## src/rtl/button_debouncer_if.sv

```systemverilog
// Button debouncer signal bundle: raw button level in, debounced level and
// one-cycle press pulse out. Clock and reset stay plain ports on the module.
interface button_debouncer_if;
    logic btn_in;
    logic level_out;
    logic pulse_out;

    modport master (
        output btn_in,
        input  level_out,
        input  pulse_out
    );

    modport slave (
        input  btn_in,
        output level_out,
        output pulse_out
    );
endinterface

```

## src/rtl/button_debouncer.sv

```systemverilog
// Debounces a raw button through a 2-flop synchronizer and a LOW/WAIT_HIGH/HIGH/WAIT_LOW FSM.
// Define BUTTON_DEBOUNCER_AUTO_REPEAT_EN to add auto-repeat pulses while the button is held.
module button_debouncer #(
    parameter int SIZE          = 8,
    parameter int STABLE_CYCLES = 4,
    parameter int REPEAT_DELAY  = 16,
    parameter int REPEAT_PERIOD = 8
) (
    input  logic               clk,
    input  logic               reset,
    button_debouncer_if.slave  bus
);

    localparam logic [1:0] ST_LOW       = 2'd0;
    localparam logic [1:0] ST_WAIT_HIGH = 2'd1;
    localparam logic [1:0] ST_HIGH      = 2'd2;
    localparam logic [1:0] ST_WAIT_LOW  = 2'd3;

    // The sample that leaves LOW/HIGH is the first of the STABLE_CYCLES run,
    // so the wait states finish once cnt reaches STABLE_CYCLES-1.
    localparam logic [SIZE-1:0] LAST_CNT = SIZE'(STABLE_CYCLES - 1);
    localparam bit              SINGLE   = (STABLE_CYCLES == 1);

    logic            sync1_q, sync2_q;
    logic            btn_sync;
    logic [1:0]      state_q, state_d;
    logic [SIZE-1:0] cnt_q, cnt_d;
    logic            level_q, level_d;
    logic            pulse_q, pulse_d;
    logic            pulse_entry;
    logic            enter_high;
    logic            rpt_fire;

    assign btn_sync = sync2_q;

    always_comb begin
        state_d     = state_q;
        cnt_d       = cnt_q;
        level_d     = level_q;
        pulse_entry = 1'b0;
        enter_high  = 1'b0;
        case (state_q)
            ST_LOW: begin
                level_d = 1'b0;
                if (btn_sync) begin
                    if (SINGLE) begin
                        state_d     = ST_HIGH;
                        level_d     = 1'b1;
                        pulse_entry = 1'b1;
                        enter_high  = 1'b1;
                    end else begin
                        state_d = ST_WAIT_HIGH;
                        cnt_d   = SIZE'(1);
                    end
                end
            end
            ST_WAIT_HIGH: begin
                if (!btn_sync) begin
                    state_d = ST_LOW;
                end else if (cnt_q >= LAST_CNT) begin
                    state_d     = ST_HIGH;
                    level_d     = 1'b1;
                    pulse_entry = 1'b1;
                    enter_high  = 1'b1;
                end else if (cnt_q != '1) begin
                    cnt_d = cnt_q + 1'b1;
                end
            end
            ST_HIGH: begin
                level_d = 1'b1;
                if (!btn_sync) begin
                    if (SINGLE) begin
                        state_d = ST_LOW;
                        level_d = 1'b0;
                    end else begin
                        state_d = ST_WAIT_LOW;
                        cnt_d   = SIZE'(1);
                    end
                end
            end
            ST_WAIT_LOW: begin
                if (btn_sync) begin
                    // Glitch on release: back to HIGH silently, repeat timing restarts.
                    state_d    = ST_HIGH;
                    enter_high = 1'b1;
                end else if (cnt_q >= LAST_CNT) begin
                    state_d = ST_LOW;
                    level_d = 1'b0;
                end else if (cnt_q != '1) begin
                    cnt_d = cnt_q + 1'b1;
                end
            end
            default: begin
                state_d = ST_LOW;
                level_d = 1'b0;
            end
        endcase
    end

`ifdef BUTTON_DEBOUNCER_AUTO_REPEAT_EN
    localparam logic [SIZE-1:0] DELAY_LIM  = SIZE'(REPEAT_DELAY);
    localparam logic [SIZE-1:0] PERIOD_LIM = SIZE'(REPEAT_PERIOD);

    logic [SIZE-1:0] rpt_q, rpt_d;
    logic [SIZE-1:0] rpt_inc;
    logic [SIZE-1:0] rpt_lim;
    logic            rpt_first_q, rpt_first_d;

    assign rpt_inc = rpt_q + 1'b1;
    assign rpt_lim = rpt_first_q ? DELAY_LIM : PERIOD_LIM;

    always_comb begin
        rpt_d       = rpt_q;
        rpt_first_d = rpt_first_q;
        rpt_fire    = 1'b0;
        if (enter_high) begin
            rpt_d       = '0;
            rpt_first_d = 1'b1;
        end else if (state_q == ST_HIGH && state_d == ST_HIGH) begin
            if (rpt_inc == rpt_lim) begin
                // Hold off one cycle rather than emit back-to-back pulses.
                if (!pulse_q) begin
                    rpt_fire    = 1'b1;
                    rpt_d       = '0;
                    rpt_first_d = 1'b0;
                end
            end else begin
                rpt_d = rpt_inc;
            end
        end else begin
            rpt_d       = '0;
            rpt_first_d = 1'b1;
        end
    end

    always_ff @(posedge clk) begin
        if (reset) begin
            rpt_q       <= '0;
            rpt_first_q <= 1'b1;
        end else begin
            rpt_q       <= rpt_d;
            rpt_first_q <= rpt_first_d;
        end
    end
`else
    logic unused_repeat_cfg;

    assign rpt_fire          = 1'b0;
    // Repeat parameters and HIGH-entry strobe only matter with auto-repeat built in.
    assign unused_repeat_cfg = ^{enter_high, SIZE'(REPEAT_DELAY), SIZE'(REPEAT_PERIOD)};
`endif

    assign pulse_d = pulse_entry | rpt_fire;

    always_ff @(posedge clk) begin
        if (reset) begin
            sync1_q <= 1'b0;
            sync2_q <= 1'b0;
            state_q <= ST_LOW;
            cnt_q   <= '0;
            level_q <= 1'b0;
            pulse_q <= 1'b0;
        end else begin
            sync1_q <= bus.btn_in;
            sync2_q <= sync1_q;
            state_q <= state_d;
            cnt_q   <= cnt_d;
            level_q <= level_d;
            pulse_q <= pulse_d;
        end
    end

    assign bus.level_out = level_q;
    assign bus.pulse_out = pulse_q;

endmodule

```

## src/flat_wrapper.sv

```systemverilog
// flat-port wrapper written by rule: the top's interface ports become plain ports
module button_debouncer_flat 
#(
    parameter int SIZE          = 8,
    parameter int STABLE_CYCLES = 4,
    parameter int REPEAT_DELAY  = 16,
    parameter int REPEAT_PERIOD = 8
)
  (clk, reset, bus_btn_in, bus_level_out, bus_pulse_out);
  button_debouncer_if bus_i ();
  input  logic clk;
  input  logic reset;
  input wire logic [$bits(bus_i.btn_in)-1:0] bus_btn_in;
  output wire logic [$bits(bus_i.level_out)-1:0] bus_level_out;
  output wire logic [$bits(bus_i.pulse_out)-1:0] bus_pulse_out;
  assign bus_i.btn_in = bus_btn_in;
  assign bus_level_out = bus_i.level_out;
  assign bus_pulse_out = bus_i.pulse_out;
  button_debouncer #(.SIZE(SIZE), .STABLE_CYCLES(STABLE_CYCLES), .REPEAT_DELAY(REPEAT_DELAY), .REPEAT_PERIOD(REPEAT_PERIOD)) u_core (.clk(clk), .reset(reset), .bus(bus_i));
endmodule
```

## config.mk

```make
export PLATFORM = sky130hd
export DESIGN_NAME = button_debouncer_flat
export DESIGN_NICKNAME = d
export VERILOG_FILES = /design/src/rtl/button_debouncer_if.sv /design/src/rtl/button_debouncer.sv /design/src/flat_wrapper.sv
export SDC_FILE = /design/constraint.sdc
export NUM_CORES = 1
export LEC_CHECK = 0
export CAP_MARGIN = 20
export CORE_AREA = 2 2 39 41
export CTS_BUF_LIST = sky130_fd_sc_hd__clkbuf_8
export DETAILED_ROUTE_END_ITERATION = 8
export DIE_AREA = 0 0 41 43
export PLACE_DENSITY = 0.7
export SYNTH_ARGS = -nofsm -noshare
export SYNTH_HDL_FRONTEND = slang
export SYNTH_SLANG_ARGS = --single-unit
export TNS_END_PERCENT = 10
```

## constraint.sdc

```tcl
create_clock -name clk -period 2.7 [get_ports clk]
set_input_delay 0.81 -clock clk [delete_from_list [all_inputs] [get_ports clk]]
set_output_delay 0.81 -clock clk [all_outputs]
set_load 0.03 [all_outputs]
```

==> run metrics <==
first-pass GRT wire length=approximately 1800 µm; Die ar.=1760 µm²; delay-heaviest family, CP=buffers and inverters; outcome=complete, no violations; post-CTS setup buffers=0; max-slew violations=0; CP Class=reg -> out; number of DRC markers in iteration 0=6; synth cell count leaders=14 x dfxtp_1, 5 x and2_1, 5 x ha_1, 5 x mux2i_1; Placement Cell Area=roughly 700 µm²; Yosys top cell area share=around 42%; Hold Vio Cnt, Final=0; PwrDens=just under 700 nW/µm²; crit path max fanout=2; post-DR vias/cell=5.36; critical path launch point type=flip-flop; #FFs+latches synth=14; CTS clk-pin slew, worst paths=around 0.050 ns; total global routing track utilization=15.5%; worst skew pair latency=0.24 ns; skew final=0.00213 ns; GRT overflow=0; min-delay src=u_core.sync1_q; Cell Area, Synth=667 µm²; worst slack, placed=0.616 ns; Pre-Repair DR Iteration Count=2; Final Cycle Share=between 70% and 80%; layout cell share with drive strength beyond 1=between 10 and 15%; total CTS buffers=3; ANT nets after route=0; Fillers=116; syn_area_per_cell=approximately 11 µm²; Critical Path Start=u_core.bus.level_out; Critical Path AT=1.22 ns; wire per inst=12.8 µm; max frequency=492 MHz; Final nets=76; Routed WL=~1100 µm; max_cap viols=0; ys async rst share=0%; area delta synth->final=13.7%; total power=0.515 mW; H-tree levels=1; Post-Layout Cell Count=83; hold crit path type=reg -> reg; Post-synth EDFFs=0; cts-stage hold buffer count=0; Synth Flop Type=dfxtp_1; Worst Tran Pin Value=roughly 0.33 ns; Starting Density=48.2%; Synth area leader=dfxtp_1; CP max-delay cell=clkdlybuf4s50_1; r2r startpoint=u_core.state_q[0]; Diodes inserted=0; Clock Tree Root=clkbuf_8; io pins=5; design area=758 µm²; most frequent cell after synthesis=dfxtp_1; Max-Slew Margin vs Limit=between 70 and 80%; minimum clock period=2.03 ns; # resized after CTS=0; Lkg Pwr=0.325 nW; post-synthesis cell count=63; unrepaired setup endpoints after global routing=no; Required @ worst endpoint=between 1.5 and 2 ns; Unique masters post-synth=27; hpwl dp=between 700 and 800 µm; vias in the first global route=approximately 420; core area=1380 µm²; final worst slack=0.669 ns; gpl congestion=0.732; CTS tree=yes; synth top area cells=dfxtp_1 42%, ha_1 9.4%, mux2i_1 7.5%; dpl cells=79; post-synthesis sequential area ratio=between 40 and 50%; clock tree sinks=14; PortBufs=4; Worst Hold Margin=0.448 ns; Crit path buffers/inverters=1; worst-path cell chain=clkdlybuf4s50_1; critical path capture point type=output port; largest net degree at the start of global routing=12; Die Y=between 40 and 50 µm; Die W=41 µm; Fin Setup TNS=0 ns; DRC viols=0; via count=445; Yosys warning count=0; Clock Path Buffers=2; initial antenna violation count=0; syn_nets=between 70 and 80; # rows=14; slowest stage delay, CP=0.66 ns; final cell utilization of the core=a little over half; final number of setup-violating endpoints=0; peak supply drop=slightly below 0.0005 V
## area by class of cell
class,instances,area [µm²],share of cell area (%)
sequential,14,280,37.0
tap,16,20.0,2.64
clock buffer,4,55.1,7.26
inverter,3,11.3,1.49
timing repair buffer,4,40.0,5.28
multi-input combinational,42,352,46.4
## metal layers
| metal | GRT usage (%) | vias to the layer above | part of all wire, % |
|---|---|---|---|
| li1 | - | 230 | - |
| met1 | 20.9 | 207 | 52 |
| met2 | 19.7 | 6 | 43 |
| met3 | 4.71 | 2 | 3.2 |
| met4 | 12.0 | 0 | 1.8 |
| met5 | 0 | - | 0 |
## final timing paths
check / end / slack (ns) / depth (start not counted)
worst min-delay path: u_core.btn_sync / 0.45 / 1
worst max-delay path: bus_level_out / 0.67 / 1
worst min register to register: u_core.btn_sync / 0.45 / 1
worst max register to register: u_core.cnt_q[1] / 0.78 / 6
## state kept, by name, indices dropped and copies added, names as in the netlist, named ones only
signal	cells
u_core.btn_sync	1
u_core.bus.level_out	1
u_core.bus.pulse_out	1
u_core.cnt_q	8
u_core.state_q	1
u_core.sync1_q	1
## report_power, final
group	total [mW]	leakage (nW)	switching, mW	internal, mW
clock network	0.194	0.0288	0.0656	0.129
logic	0.0940	0.183	0.0516	0.0424
registers	0.227	0.114	0.00858	0.219
## cells by family (layout without fill, tap and decap cells)
group | count (synthesis) | in the layout | synth area share, %
flip-flops | 14 | 14 | 42.0
multiplexers | 5 | 5 | 7.50
AO/OA/AOI/OAI | 9 | 9 | 13.7
AND/OR/NAND/NOR | 23 | 23 | 22.1
buffers and inverters | 7 | 11 | 5.25
adder cells (fa/ha/maj) | 5 | 5 | 9.38
## cells in the final DEF (no fill, tap or decap)
cell type and count:
nor3_1 2, nand2b_1 1, o31ai_2 1, a211oi_4 1, or3b_2 1, clkdlybuf4s50_1 4, nor4_1 1, or2_2 1
a211oi_1 2, or4_4 1, or3_1 2, clkbuf_8 4, inv_1 3, a311oi_1 1, nor2_1 3, and2_2 1
ha_1 5, nor4b_1 2, nor2b_1 3, dfxtp_1 14, mux2i_1 5, o21ai_1 1, o2111a_1 1, a41o_1 1
o311ai_1 1, and2_1 5
(Power assumes the default switching activity.)
